## src/rtl/mandel_frame_scheduler_if.sv

```systemverilog
// Engine-array and pixel-stream signals of mandel_frame_scheduler.
// master: the scheduler side. slave: the engine array and downstream pixel consumer.
interface mandel_frame_scheduler_if #(
  parameter int NUM_ENGINES      = 4,
  parameter int PIXEL_DATA_WIDTH = 10,
  parameter int ITERATIONS_WIDTH = 6
);
  logic                                    frame_start;
  logic [NUM_ENGINES-1:0]                  eng_start;
  logic [PIXEL_DATA_WIDTH-1:0]             eng_x;
  logic [PIXEL_DATA_WIDTH-1:0]             eng_y;
  logic [NUM_ENGINES-1:0]                  eng_done;
  logic [NUM_ENGINES*ITERATIONS_WIDTH-1:0] eng_iter;
  logic [ITERATIONS_WIDTH-1:0]             iter_o;
  logic                                    valid;
  logic                                    ready;
  logic                                    first;
  logic                                    last_x;
  logic                                    last_y;
  logic                                    busy;

  modport master (
    input  frame_start, eng_done, eng_iter, ready,
    output eng_start, eng_x, eng_y, iter_o, valid, first, last_x, last_y, busy
  );

  modport slave (
    output frame_start, eng_done, eng_iter, ready,
    input  eng_start, eng_x, eng_y, iter_o, valid, first, last_x, last_y, busy
  );
endinterface

```

## src/rtl/mandel_frame_scheduler.sv

```systemverilog
// Dynamic engine dispatch plus reorder buffer; emits iteration counts in raster order.
// Define MANDEL_SCHED_CONTINUOUS_EN to run frames back to back with no DRAIN phase.
module mandel_frame_scheduler #(
  parameter int NUM_ENGINES      = 4,
  parameter int PIXEL_DATA_WIDTH = 10,
  parameter int ITERATIONS_WIDTH = 6,
  parameter int X_RES            = 640,
  parameter int Y_RES            = 480,
  parameter int ROB_DEPTH        = 16
) (
  input logic                      clk,
  input logic                      reset,
  mandel_frame_scheduler_if.master bus
);
  localparam int PW = PIXEL_DATA_WIDTH;
  localparam int IW = ITERATIONS_WIDTH;
  localparam int RW = (ROB_DEPTH > 1) ? $clog2(ROB_DEPTH) : 1;
  localparam int OW = $clog2(ROB_DEPTH + 1);
  localparam logic [PW-1:0] X_LAST  = PW'(X_RES - 1);
  localparam logic [PW-1:0] Y_LAST  = PW'(Y_RES - 1);
  localparam logic [OW-1:0] OUT_MAX = OW'(ROB_DEPTH);

  typedef enum logic [1:0] {IDLE, RUN, DRAIN} state_e;

  state_e                 state_q, state_d;
  logic [PW-1:0]          x_cnt_q, x_cnt_d, y_cnt_q, y_cnt_d;
  logic [PW-1:0]          rx_q, rx_d, ry_q, ry_d;
  logic [RW-1:0]          seq_q, seq_d, head_q, head_d;
  logic [OW-1:0]          outstanding_q, outstanding_d;
  logic [NUM_ENGINES-1:0] busy_mask_q, busy_mask_d;
  logic [NUM_ENGINES-1:0] eng_start_q, eng_start_d;
  logic [PW-1:0]          eng_x_q, eng_x_d, eng_y_q, eng_y_d;
  logic                   busy_q, busy_d;
  logic [RW-1:0]          tag_q [NUM_ENGINES];
  logic [RW-1:0]          tag_d [NUM_ENGINES];
  logic [IW-1:0]          rob_iter_q [ROB_DEPTH];
  logic [IW-1:0]          rob_iter_d [ROB_DEPTH];
  logic [ROB_DEPTH-1:0]   rob_vld_q, rob_vld_d;

  logic                   head_vld, retire, last_ret, found, dispatch, last_disp;
  logic [NUM_ENGINES-1:0] pick;

  always_comb begin
    head_vld  = rob_vld_q[head_q];
    retire    = head_vld && bus.ready;
    last_ret  = retire && (rx_q == X_LAST) && (ry_q == Y_LAST);

    pick  = '0;
    found = 1'b0;
    for (int unsigned k = 0; k < NUM_ENGINES; k++) begin
      if (!found && !busy_mask_q[k]) begin
        pick[k] = 1'b1;
        found   = 1'b1;
      end
    end

    // frame_start in IDLE dispatches pixel (0,0) on the same edge that enters RUN,
    // so the first eng_start appears one cycle after frame_start is sampled.
    dispatch  = found && (outstanding_q < OUT_MAX) &&
                ((state_q == RUN) || ((state_q == IDLE) && bus.frame_start));
    last_disp = dispatch && (x_cnt_q == X_LAST) && (y_cnt_q == Y_LAST);

    state_d       = state_q;
    x_cnt_d       = x_cnt_q;
    y_cnt_d       = y_cnt_q;
    rx_d          = rx_q;
    ry_d          = ry_q;
    seq_d         = seq_q;
    head_d        = head_q;
    busy_mask_d   = busy_mask_q;
    eng_start_d   = '0;
    eng_x_d       = eng_x_q;
    eng_y_d       = eng_y_q;
    tag_d         = tag_q;
    rob_iter_d    = rob_iter_q;
    rob_vld_d     = rob_vld_q;

    for (int unsigned k = 0; k < NUM_ENGINES; k++) begin
      if (bus.eng_done[k] && busy_mask_q[k]) begin
        rob_iter_d[tag_q[k]] = bus.eng_iter[k*IW +: IW];
        rob_vld_d[tag_q[k]]  = 1'b1;
        busy_mask_d[k]       = 1'b0;
      end
    end

    if (retire) begin
      rob_vld_d[head_q] = 1'b0;
      head_d            = head_q + RW'(1);
      if (rx_q == X_LAST) begin
        rx_d = '0;
        ry_d = (ry_q == Y_LAST) ? '0 : ry_q + PW'(1);
      end else begin
        rx_d = rx_q + PW'(1);
      end
    end

    if (dispatch) begin
      eng_start_d = pick;
      eng_x_d     = x_cnt_q;
      eng_y_d     = y_cnt_q;
      busy_mask_d = busy_mask_d | pick;
      for (int unsigned k = 0; k < NUM_ENGINES; k++) begin
        if (pick[k]) tag_d[k] = seq_q;
      end
      seq_d = seq_q + RW'(1);
      if (x_cnt_q == X_LAST) begin
        x_cnt_d = '0;
        y_cnt_d = (y_cnt_q == Y_LAST) ? '0 : y_cnt_q + PW'(1);
      end else begin
        x_cnt_d = x_cnt_q + PW'(1);
      end
    end

    outstanding_d = outstanding_q + OW'(dispatch) - OW'(retire);

    case (state_q)
      IDLE:    if (bus.frame_start) state_d = RUN;
      RUN: begin
`ifdef MANDEL_SCHED_CONTINUOUS_EN
        state_d = RUN;
`else
        state_d = last_disp ? DRAIN : RUN;
`endif
      end
      DRAIN:   if (last_ret) state_d = IDLE;
      default: state_d = IDLE;
    endcase

    busy_d = (state_d != IDLE);
  end

  always_ff @(posedge clk) begin
    if (reset) begin
      state_q       <= IDLE;
      x_cnt_q       <= '0;
      y_cnt_q       <= '0;
      rx_q          <= '0;
      ry_q          <= '0;
      seq_q         <= '0;
      head_q        <= '0;
      outstanding_q <= '0;
      busy_mask_q   <= '0;
      eng_start_q   <= '0;
      eng_x_q       <= '0;
      eng_y_q       <= '0;
      busy_q        <= 1'b0;
      rob_vld_q     <= '0;
      for (int unsigned k = 0; k < NUM_ENGINES; k++) tag_q[k] <= '0;
      for (int unsigned i = 0; i < ROB_DEPTH; i++) rob_iter_q[i] <= '0;
    end else begin
      state_q       <= state_d;
      x_cnt_q       <= x_cnt_d;
      y_cnt_q       <= y_cnt_d;
      rx_q          <= rx_d;
      ry_q          <= ry_d;
      seq_q         <= seq_d;
      head_q        <= head_d;
      outstanding_q <= outstanding_d;
      busy_mask_q   <= busy_mask_d;
      eng_start_q   <= eng_start_d;
      eng_x_q       <= eng_x_d;
      eng_y_q       <= eng_y_d;
      busy_q        <= busy_d;
      rob_vld_q     <= rob_vld_d;
      tag_q         <= tag_d;
      rob_iter_q    <= rob_iter_d;
    end
  end

  // Flags are qualified by valid so the idle (0,0) retire position never reads as first.
  assign bus.eng_start = eng_start_q;
  assign bus.eng_x     = eng_x_q;
  assign bus.eng_y     = eng_y_q;
  assign bus.busy      = busy_q;
  assign bus.valid     = head_vld;
  assign bus.iter_o    = head_vld ? rob_iter_q[head_q] : '0;
  assign bus.first     = head_vld && (rx_q == '0) && (ry_q == '0);
  assign bus.last_x    = head_vld && (rx_q == X_LAST);
  assign bus.last_y    = head_vld && (rx_q == X_LAST) && (ry_q == Y_LAST);
endmodule

```

## src/flat_wrapper.sv

```systemverilog
// flat-port wrapper written by rule: the top's interface ports become plain ports
module mandel_frame_scheduler_flat 
#(
  parameter int NUM_ENGINES      = 4,
  parameter int PIXEL_DATA_WIDTH = 10,
  parameter int ITERATIONS_WIDTH = 6,
  parameter int X_RES            = 640,
  parameter int Y_RES            = 480,
  parameter int ROB_DEPTH        = 16
)
  (clk, reset, bus_frame_start, bus_eng_done, bus_eng_iter, bus_ready, bus_eng_start, bus_eng_x, bus_eng_y, bus_iter_o, bus_valid, bus_first, bus_last_x, bus_last_y, bus_busy);
  mandel_frame_scheduler_if #(.NUM_ENGINES(NUM_ENGINES), .PIXEL_DATA_WIDTH(PIXEL_DATA_WIDTH), .ITERATIONS_WIDTH(ITERATIONS_WIDTH)) bus_i ();
  input logic clk;
  input logic reset;
  input wire logic [$bits(bus_i.frame_start)-1:0] bus_frame_start;
  input wire logic [$bits(bus_i.eng_done)-1:0] bus_eng_done;
  input wire logic [$bits(bus_i.eng_iter)-1:0] bus_eng_iter;
  input wire logic [$bits(bus_i.ready)-1:0] bus_ready;
  output wire logic [$bits(bus_i.eng_start)-1:0] bus_eng_start;
  output wire logic [$bits(bus_i.eng_x)-1:0] bus_eng_x;
  output wire logic [$bits(bus_i.eng_y)-1:0] bus_eng_y;
  output wire logic [$bits(bus_i.iter_o)-1:0] bus_iter_o;
  output wire logic [$bits(bus_i.valid)-1:0] bus_valid;
  output wire logic [$bits(bus_i.first)-1:0] bus_first;
  output wire logic [$bits(bus_i.last_x)-1:0] bus_last_x;
  output wire logic [$bits(bus_i.last_y)-1:0] bus_last_y;
  output wire logic [$bits(bus_i.busy)-1:0] bus_busy;
  assign bus_i.frame_start = bus_frame_start;
  assign bus_i.eng_done = bus_eng_done;
  assign bus_i.eng_iter = bus_eng_iter;
  assign bus_i.ready = bus_ready;
  assign bus_eng_start = bus_i.eng_start;
  assign bus_eng_x = bus_i.eng_x;
  assign bus_eng_y = bus_i.eng_y;
  assign bus_iter_o = bus_i.iter_o;
  assign bus_valid = bus_i.valid;
  assign bus_first = bus_i.first;
  assign bus_last_x = bus_i.last_x;
  assign bus_last_y = bus_i.last_y;
  assign bus_busy = bus_i.busy;
  mandel_frame_scheduler #(.NUM_ENGINES(NUM_ENGINES), .PIXEL_DATA_WIDTH(PIXEL_DATA_WIDTH), .ITERATIONS_WIDTH(ITERATIONS_WIDTH), .X_RES(X_RES), .Y_RES(Y_RES), .ROB_DEPTH(ROB_DEPTH)) u_core (.clk(clk), .reset(reset), .bus(bus_i));
endmodule
```

## config.mk

```make
export PLATFORM = sky130hd
export DESIGN_NAME = mandel_frame_scheduler_flat
export DESIGN_NICKNAME = d
export VERILOG_FILES = /design/src/rtl/mandel_frame_scheduler_if.sv /design/src/rtl/mandel_frame_scheduler.sv /design/src/flat_wrapper.sv
export SDC_FILE = /design/constraint.sdc
export NUM_CORES = 1
export LEC_CHECK = 0
export ABC_CLOCK_PERIOD_IN_PS = 3500
export CORE_MARGIN = 5
export CORE_UTILIZATION = 50
export CTS_BUF_LIST = sky130_fd_sc_hd__clkbuf_4 sky130_fd_sc_hd__clkbuf_8
export CTS_CLUSTER_SIZE = 14
export DETAILED_ROUTE_END_ITERATION = 7
export PLACE_DENSITY = 0.68
export SYNTH_ARGS = -nofsm -noshare
export SYNTH_HDL_FRONTEND = slang
export SYNTH_SLANG_ARGS = --single-unit
```

## constraint.sdc

```tcl
create_clock -name clk -period 3.5 [get_ports clk]
set_clock_uncertainty 0.2 [all_clocks]
set_input_delay 0.525 -clock clk [delete_from_list [all_inputs] [get_ports clk]]
set_output_delay 0.525 -clock clk [all_outputs]
set_load 0.03 [all_outputs]
```

==> Word-level counts from Yosys, hierarchy flattened <==
Cells that the tools add are included.
{ "op_classes": {"n_addsub": 8, "n_reduce_logical": 45, "mux": 57, "bitwise": 14, "eq_ne": 6, "mul": 0, "shift": 0, "n_lt_le_gt_ge": 20, "div_mod_pow": 0} }
{ "ops": {"columns": ["operator", "count"], "rows": [
  ["bitwise mux 96 bit", 4],
  ["two-way mux 96 bit", 4],
  ["demux 6 bit (select 4 bit)", 4],
  ["two-way mux 16 bit", 5],
  ["bitwise OR 16 bit", 4],
  ["two-way mux 6 bit", 7],
  ["adder 10 x 1 -> 10 bit (second input constant)", 4],
  ["two-way mux 10 bit", 4],
  ["logical AND 1 bit", 28],
  [">= comparator 5 bit (second input constant)", 5],
  ["less-than comparator 4 x 5 -> 1 bit (second input constant)", 5],
  ["NOT 4 -> 5 bit", 5],
  ["binary-select mux 6 bit (select 4 bit)", 1],
  ["demux 1 bit (select 4 bit)", 5],
  ["== test 10 bit (second input constant)", 2],
  ["== test 10 x 9 -> 1 bit (second input constant)", 2],
  [">= comparator 4 x 1 -> 1 bit (second input constant)", 5],
  ["zero test 10 bit", 2],
  ["less-than comparator 5 x 1 -> 1 bit (second input constant)", 4],
  ["two-way mux 1 bit", 17],
  ["bitwise AND 16 bit", 1],
  ["NOT 16 bit", 1],
  ["AND reduction 2 bit", 6],
  ["adder 4 x 1 -> 4 bit (second input constant)", 2],
  ["16 further kinds", 23]
]} }
{ "word_totals": {"word_cells": 184, "mem_bits_ro": 0, "output_inout_bits": 35, "memories": 0, "ram_bits": 0, "latch_bits": 0, "reg_bits": 212, "input_bits": 32} }

==> Depth between registers and ports, before layout <==
Gate-level depths: netlist of the first run.
{ "depth": {"depth_word": 16, "depth_mapped": 14, "ltp_nobuf": 12} }

==> Worst setup path after synthesis of the first run <==
No wires, ideal clock.
{ "synth_path": {"path_kind": "register to register", "startpoint": "register u_core.head_q[1]", "endpoint": "register u_core.outstanding_q[4]", "path_buffers": 1, "arrival_time_ns": 2.849, "t_required_ns": 3.172, "path_slack_ns": 0.323, "path_stages_with_launch": 14, "setup_ns": 0.128, "synth_period_minus_slack_ns": 3.177, "path_cell_list": "dfxtp_1 -> buf_6 -> mux2_2 -> o2bb2a_2 -> nand4_2 -> nand2_1 -> ha_1 -> inv_1 -> ha_1 -> fa_1 -> a21o_1 -> a21oi_1 -> xnor2_1 -> nor2_1"} }
{ "synth_via": {"elab_chain_len": 4} }
{ "synth_rtl": {"columns": ["element", "line", "text"], "rows": [
  ["from (decl)", "mandel_frame_scheduler.sv:28", "logic [RW-1:0] seq_q, seq_d, head_q, head_d;"],
  ["from (signal assigned)", "mandel_frame_scheduler.sv:140", "head_q <= '0;"],
  ["from (signal assigned)", "mandel_frame_scheduler.sv:157", "head_q <= head_d;"],
  ["binary-select mux 1 bit (select 4 bit)", "mandel_frame_scheduler.sv:44", "head_vld = rob_vld_q[head_q];"],
  ["two-way mux 1 bit (implied by the code)", "mandel_frame_scheduler.sv:44", null],
  ["logical AND 1 bit", "mandel_frame_scheduler.sv:45", "retire = head_vld && bus.ready;"],
  ["via u_core.retire", "mandel_frame_scheduler.sv:40", "logic head_vld, retire, last_ret, found, dispatch, last_disp;"],
  ["subtractor 5 x 1 -> 5 bit", "mandel_frame_scheduler.sv:114", "outstanding_d = outstanding_q + OW'(dispatch) - OW'(retire);"],
  ["to (signal assigned)", "mandel_frame_scheduler.sv:158", "outstanding_q <= outstanding_d;"],
  ["to (decl)", "mandel_frame_scheduler.sv:29", "logic [OW-1:0] outstanding_q, outstanding_d;"]
]} }
The timed path passes the listed nets, and every way through them passes these cells. The select of a mux whose other input is x is not followed.
A chain may end at the register's enable or synchronous reset.

==> Worst setup path after layout of the first run <==
{ "layout_path": {"startpoint": "register u_core.head_q[1]", "endpoint": "output port bus_iter_o[0]"} }
{ "layout_via": {"elab_chain_len": 5} }
{ "layout_rtl": {"columns": ["element", "line", "text"], "rows": [
  ["NOT 4 -> 5 bit (implied by the code)", "mandel_frame_scheduler.sv:176", "assign bus.iter_o = head_vld ? rob_iter_q[head_q] : '0;"],
  ["binary-select mux 6 bit (select 4 bit)", "mandel_frame_scheduler.sv:176", null],
  ["two-way mux 6 bit (implied by the code) (2 in a row)", "mandel_frame_scheduler.sv:176", null],
  ["two-way mux 6 bit (*)", "mandel_frame_scheduler.sv:176", null],
  ["to (decl)", "flat_wrapper.sv:22", "output wire logic [$bits(bus_i.iter_o)-1:0] bus_iter_o;"]
]} }
Every way passes the cells marked *; elsewhere a longest branch is shown, timed or not. The select of a mux whose other input is x is not followed.

==> key figures, run 1 <==
Yosys
  • Library cells used by synthesis: 68
  • Register area share after synthesis: 32.3%
  • Post-synth top flop: dfxtp_1
  • Ys Warns: 0
  • Post-synth top cells: 217 x nand3_1, 212 x dfxtp_1, 185 x nor2_1
  • Ys async rst share: 0%
  • Area contributors post-synth: dfxtp_1 32%, nand3_1 8.3%, a311oi_1 6.5%
  • Largest area contributor in the netlist: dfxtp_1
  • Post-synth EDFFs: 0
  • Post-Synthesis Cells: 1703
  • Netlist Area Pre-Place: 0.0131 mm2
  • Synth Net Count: 1752
  • Syn avg cell area: 7.71 um2
  • Count leader, synth: nand3_1
  • Top-area cell type share of the netlist area: 32.3%
  • #FFs+latches synth: 212

Timing
  • Fmax: 292 MHz
  • Final slew viol count: 0
  • RSZ-0062 raised after global routing: no
  • Final setup fails: 0
  • WHS: 0.253 ns
  • Final Worst Setup Slack: 0.0725 ns
  • TNS Setup: 0 ns
  • Hold Fails Final Rpt: 0
  • Final worst path period share: 97.9%
  • Worst slew pin tran: 1.18 ns
  • Relative slew margins: 21.4%
  • Tmin final: 3.43 ns

Global routing
  • Vias in the first global route: 12600
  • Largest net degree at the start of global routing: 99
  • GRT Resource Usage Total: 32.5%
  • Antenna violations before repair: 4
  • GRT Residual Overflow: 0
  • First-pass GRT wire length: 75800 um

Die
  • Die Area: 0.0296 mm2
  • Core ar.: 0.0260 mm2
  • Chip width: 172 um
  • Num ports: 67
  • Die height: 172 um
  • Starting density of the core: 50.5%
  • Site Rows: 59

Worst setup path
  • Reg2Reg Depth: 13
  • Reg-to-Reg Start: u_core.head_q[1]$_SDFFE_PP0P_
  • Element type at the critical path end: output pin
  • Setup CP Type: register to output pin
  • Worst Path Max Fanout: 13
  • Critical path arrival: 2.70 ns
  • R2r setup slk: 0.27 ns
  • R2R Path End: u_core.outstanding_q[4]$_SDFF_PP0_
  • Worst endpoint required time: 2.77 ns
  • Type of origin of the critical path: register

Drt
  • Antenna-violating nets left: 0
  • Number of DRC markers in iteration 0: 2186
  • Vias after detailed routing: 14100
  • DRT Pass-1 Iters: 6
  • DR vias/cell: 6.88
  • Drt total wl: 49400 um
  • Per-cell routed wire length: 24.1 um
  • DRC Markers: 0

Worst hold path
  • Hold Path End: u_core.bus.eng_x[8]$_SDFFE_PP0N_
  • WHS Path Cells: 2
  • Critical hold path startpoint: u_core.bus.eng_x[8]$_SDFFE_PP0N_
  • Worst Hold Class: register to register

Power and ir drop
  • Static Leak: 0.00518 uW
  • Power density over the cells: 413 mW/mm2
  • Total Power: 6120 uW
  • IR drop worst, VDD: 290 uV

Layout
  • Fillers: 2401
  • NumNets Final: 1732
  • Post-route insts no fill: 2046
  • Fraction of layout cells with a size suffix above 1: 12.5%
  • Layout area overhead: 13.0%

CTS
  • CTS tree: done
  • TritonCTS buffer count: 39
  • CTS sink cnt: 212
  • Clock Latency Late Sink: 0.57 ns
  • Max H-tree Level: 2
  • Root cell of the clock tree: clkbuf_8
  • Clk slew on worst S/H paths: 0.06 ns
  • Max Buffers Root-to-Sink: 3

Run
  • Max Cap Violations: 0

Placement
  • Cell count after placement: 1973
  • Pre-CTS setup slack: 0.238 ns
  • Routability congestion estimate: 1.01
  • Post-DP HPWL: 31200 um
  • IO Port Bufs: 66

Status
  • Outcome: completed
[stage by stage]
stage / area, um2 / util (%)
after global routing: 14800 / 57.1
after detailed placement: 13900 / 53.6
final: 14800 / 57.1
after global placement: 13900 / 53.6
after CTS: 14800 / 57.0
after floorplan: 13100 / -
[registers in the layout, summed over array words and instances (netlist names)]
register / count
u_core.bus.busy: 1
u_core.bus.eng_start: 4
u_core.bus.eng_x: 10
u_core.bus.eng_y: 10
u_core.busy_mask_q: 4
u_core.head_q: 4
u_core.outstanding_q: 5
u_core.rob_iter_q: 96
u_core.rob_vld_q: 16
u_core.rx_q: 10
u_core.ry_q: 10
u_core.seq_q: 4
u_core.state_q: 2
u_core.tag_q: 16
u_core.x_cnt_q: 10
u_core.y_cnt_q: 10
[critical path, stage by stage (launching register included)]
cell and delay [ns]:
dfxtp_2 0.46, buf_4 0.22, buf_4 0.23, mux4_2 0.33, mux4_2 0.47, nor2b_1 0.17, clkdlybuf4s15_2 0.28
[cell type report]
cell class | count | area, um2 | area share (%)
tap | 335 | 419 | 2.82
inverter | 21 | 78.8 | 0.531
clock buffer | 59 | 731 | 4.92
multi-input combinational | 1278 | 8060 | 54.3
antenna | 3 | 7.51 | 0.0506
sequential | 212 | 4250 | 28.6
clock inverter | 7 | 83.8 | 0.565
timing repair buffer | 131 | 1210 | 8.16
[placed cells by master (no fill, tap or decap), types with 9 or more instances in the layout]
cell and instances:
clkbuf_4 13, o21ai_0 104, o211ai_1 103, nor2b_1 23, nor3_1 25, buf_4 61
xnor2_1 14, nand3_1 217, o2111ai_1 10, clkbuf_8 46, nand2_1 172, clkdlybuf4s50_1 55
nor2_1 185, a21oi_1 43, or2_2 22, dfxtp_1 210, or3_1 12, xor2_1 9
mux2i_1 24, ha_1 16, nand2b_1 24, mux4_2 30, inv_1 20, nand4_1 20
nor4_1 9, a311oi_1 98, a211oi_1 19, nand4b_1 9
[routing by layer]
layer  GRT usage, %  wire length [um]  vias to the layer above
met4           16.8              3180                        2
met5              0                 8                        -
met2           45.7             20000                     1091
met1           44.4             19000                     6499
met3           10.4              7230                      241
li1               -                 -                     6250
[power breakdown]
| group | total (uW) | switching (uW) | leakage [uW] | internal, uW |
|---|---|---|---|---|
| logic | 989 | 614 | 0.00303 | 375 |
| registers | 2570 | 84.5 | 0.00171 | 2490 |
| clock network | 2560 | 1140 | 0.000436 | 1420 |
[cell families (layout without fill, tap and decap cells)]
kind of cell	count (synthesis)	after routing	share of synthesized area [%]
buffers and inverters	213	218	6.49
and+or+nand+nor	761	761	27.9
AOI/OAI and AO/OA	415	415	22.4
other	0	3	0
muxes	62	62	7.66
adders and majority gates	17	17	1.68
xor gates and xnor gates	23	23	1.53
DFF	212	212	32.3
[worst max-delay path by stage]
stage | from | end | slack (ns) | cells after the start
2_1_floorplan | u_core.head_q[1]$_SDFFE_PP0P_ | u_core.outstanding_q[4]$_SDFF_PP0_ | 0.32 | 13
3_3_place_gp | bus_ready | u_core.outstanding_q[4]$_SDFF_PP0_ | 0.27 | 11
3_5_place_dp | u_core.head_q[0]$_SDFFE_PP0P_ | bus_iter_o[0] | 0.24 | 5
4_1_cts | u_core.head_q[0]$_SDFFE_PP0P_ | bus_iter_o[0] | 0.05 | 5
5_1_grt | u_core.head_q[1]$_SDFFE_PP0P_ | bus_iter_o[0] | 0.000006 | 6
6_report | u_core.head_q[1]$_SDFFE_PP0P_ | bus_iter_o[0] | 0.07 | 6
[what timing repair did]
item | in CTS | in global routing
setup endpoints to repair | 10 | 7
buffers inserted | 0 | 3
gates resized for setup | 24 | 3
gates cloned | 1 | 0
hold buffers | 0 | 0
Note: power is estimated with default switching activity, not from simulation.
==> run 2, diff against run 1 <==
==> constraint.sdc (replaced) <==
create_clock -name clk -period 3.5 [get_ports clk]
set_clock_uncertainty 0.2 [all_clocks]
set_input_delay 0.7 -clock clk [delete_from_list [all_inputs] [get_ports clk]]
set_output_delay 0.7 -clock clk [all_outputs]
set_load 0.03 [all_outputs]
==> run 2 against run 1 <==
The flow now finishes with violations (setup timing). Worst hold slack improved by 0.00055 ns. Sequential share of layout area about the same. Register-to-register slack improved by 0.10 ns. Sequential power about the same. Non-clock buffer count increased by 6. Wire length decreased by 1.3%. Design area increased by 0.12%. Clock power about the same. Core utilization increased by 0.067 points. Critical path depth decreased by 1. Die area unchanged. Critical endpoint is now bus_iter_o[5]. Largest cell class unchanged. Largest power group unchanged. Highest routed layer unchanged.
==> key figures, run 2 (synthesis results as in run 1) <==
Power and ir drop
  • Static Leak: 0.00520 uW (+0.30%)
  • Total Power: 6090 uW (-0.57%)
  • Switching share of power: 30.0% (-0.089 points)
  • Power density over the cells: 410 mW/mm2 (-0.69%)
  • Power share of the clock group: 41.9% (about the same)
  • Combinational power share: 15.9% (-0.3 points)
  • IR drop worst, VDD: 407 uV (+40%)
  • Power Internal: 4260 uW (-0.45%)
  • Seq pwr share: 42.2% (+0.2 points)
  • Sw Pwr: 1820 uW (-0.87%)

Timing
  • Worst slew pin tran: 1.08 ns (-0.0970 ns)
  • Final Worst Setup Slack: -0.0242 ns (-0.0967 ns)
  • Final worst path period share: 101% (+2.8 points)
  • Final setup fails: 4 (+4)
  • Fmax: 284 MHz (-2.7%)
  • Relative slew margins: 28.1% (+6.7 points)
  • Hold Fails Final Rpt: 0 (unchanged)
  • Final slew viol count: 0 (unchanged)
  • RSZ-0062 raised after global routing: yes
  • Tmin final: 3.52 ns (+0.0967 ns)

Layout
  • Fraction of layout cells with a size suffix above 1: 13.2% (+0.70 points)
  • Registers with the most flip-flops: u_core.rob_iter_q: 96 flops, u_core.rob_vld_q: 16 flops, u_core.tag_q: 16 flops
  • Fillers: 2465 (+2.7%)
  • Layout area overhead: 13.1%
  • NumNets Final: 1739 (+0.40%)
  • Finished Cell Area: 0.0149 mm2 (+0.12%)
  • Commonest non-fill, non-tap cells in the layout: 217 x nand3_1, 210 x dfxtp_1, 185 x nor2_1, 172 x nand2_1, 104 x o21ai_0
  • Commonest non-fill, non-tap cell in the layout: nand3_1
  • Largest register FFs: 96 (unchanged)
  • Largest register by flop count: u_core.rob_iter_q

Die
  • Starting density of the core: 50.5% (unchanged)
  • Num ports: 67 (unchanged)
  • Die height: 172 um (unchanged)
  • Site Rows: 59 (unchanged)
  • Chip width: 172 um (unchanged)
  • Core ar.: 0.0260 mm2 (unchanged)
  • Die Area: 0.0296 mm2 (unchanged)

Worst setup path
  • CP dominant cell by count: mux4_2
  • Type of origin of the critical path: register
  • Critical path arrival: 2.62 ns (-0.08 ns)
  • Worst path max stage delay: 0.54 ns (+0.07 ns)
  • Worst path slowest cell: mux4_2
  • Cell Chain, Critical Path: buf_12 -> mux4_2 -> mux4_2 -> nor2b_1 -> clkdlybuf4s15_2
  • Element type at the critical path end: output pin
  • Worst Path Max Fanout: 24 (+11)
  • Setup CP Type: register to output pin
  • Worst endpoint required time: 2.60 ns (-0.17 ns)

Placement
  • Routability congestion estimate: 1.02 (+1.1%)
  • Placed Area: 0.0140 mm2 (+0.63%)
  • IO Port Bufs: 66 (unchanged)
  • Post-DP HPWL: 31200 um (+0.21%)

CTS
  • Setup bufs post-CTS: 0 (unchanged)
  • Max Buffers Root-to-Sink: 3 (unchanged)
  • CTS sink cnt: 212 (unchanged)
  • Clk slew on worst S/H paths: 0.06 ns (about the same)
  • CTS tree: done
  • Max H-tree Level: 2 (unchanged)
  • TritonCTS buffer count: 40 (+2.6%)
  • Root cell of the clock tree: clkbuf_8
  • Clock Latency Late Sink: 0.57 ns (about the same)

Drt
  • DR vias/cell: 6.81 (-1.0%)
  • Number of DRC markers in iteration 0: 2339 (+7.0%)
  • Drt total wl: 48700 um (-1.3%)
  • Antenna-violating nets left: 0 (unchanged)
  • Per-cell routed wire length: 23.7 um (-1.6%)
  • DRT Pass-1 Iters: 6 (unchanged)
  • Vias after detailed routing: 14000 (-0.76%)
  • DRC Markers: 0 (unchanged)

Status
  • Failing checks: setup timing
  • Outcome: complete, but fails checks

Global routing
  • Vias in the first global route: 12900 (+2.3%)
  • Largest net degree at the start of global routing: 96 (-3.0%)
  • First-pass GRT wire length: 75200 um (-0.74%)
  • GRT Residual Overflow: 0 (unchanged)
  • GRT Resource Usage Total: 32.0% (-0.46 points)
  • Antenna violations before repair: 2 (-2)

Run
  • Max Cap Violations: 0 (unchanged)

Worst hold path
  • Worst Hold Class: register to register
run 2: final timing paths:
path | cells after the start | slack, ns | end | from
max | 5 | -0.02 | bus_iter_o[5] | u_core.head_q[0]$_SDFFE_PP0P_
min reg2reg | 2 | 0.25 | u_core.bus.eng_y[8]$_SDFFE_PP0N_ | u_core.bus.eng_y[8]$_SDFFE_PP0N_
min | 2 | 0.25 | u_core.bus.eng_y[8]$_SDFFE_PP0N_ | u_core.bus.eng_y[8]$_SDFFE_PP0N_
max reg2reg | 13 | 0.37 | u_core.outstanding_q[4]$_SDFF_PP0_ | u_core.head_q[0]$_SDFFE_PP0P_
run 2: metal layers:
layer,track usage [%],routed length (um)
met5,0,13
met4,18.7,3340
met3,9.51,6530
met2,44.1,19500
met1,44.2,19400
run 2: layout make-up:
type / instances / area (um2) / share of cell area, %
antenna: 1 / 2.50 / 0.0168
clock buffer: 63 / 779 / 5.25
clock inverter: 5 / 48.8 / 0.328
inverter: 21 / 78.8 / 0.531
multi-input combinational: 1278 / 8060 / 54.2
sequential: 212 / 4250 / 28.6
tap: 335 / 419 / 2.82
timing repair buffer: 137 / 1220 / 8.21
run 2: through the flow:
stage	utilization [%]	setup TNS [ns]	setup slack (ns)	hold slack (ns)	std cells
2_1_floorplan	-	0	0.323	0.240	1703
3_3_place_gp	54.0	0	0.184	0.245	1983
3_5_place_dp	54.0	0	0.147	0.248	1983
4_1_cts	57.2	-0.125	-0.0392	0.257	2051
5_1_grt	57.2	-0.460	-0.0886	0.274	2051
6_report	57.2	-0.0579	-0.0242	0.253	2052
run 2: power groups by stage:
stage | clock network [uW] | logic (uW) | registers (uW)
after global routing | 2690 | 1040 | 2580
final | 2550 | 969 | 2570
after CTS | 2570 | 954 | 2570
after floorplan | 0 | 637 | 2600
after detailed placement | 0 | 952 | 2620
after global placement | 0 | 938 | 2620
run 2: critical path, delay by kind of cell (launching register included):
kind	cells	cell delay, ns
mux	2	1.03
simple gates	1	0.17
flops	1	0.35
buf+inv	2	0.49
run 2: what timing repair did:
| action | CTS | global route |
|---|---|---|
| setup endpoints to repair | 10 | 10 |
| gates resized for setup | 24 | 11 |
| hold buffers | 0 | 0 |
| cloned | 0 | 0 |
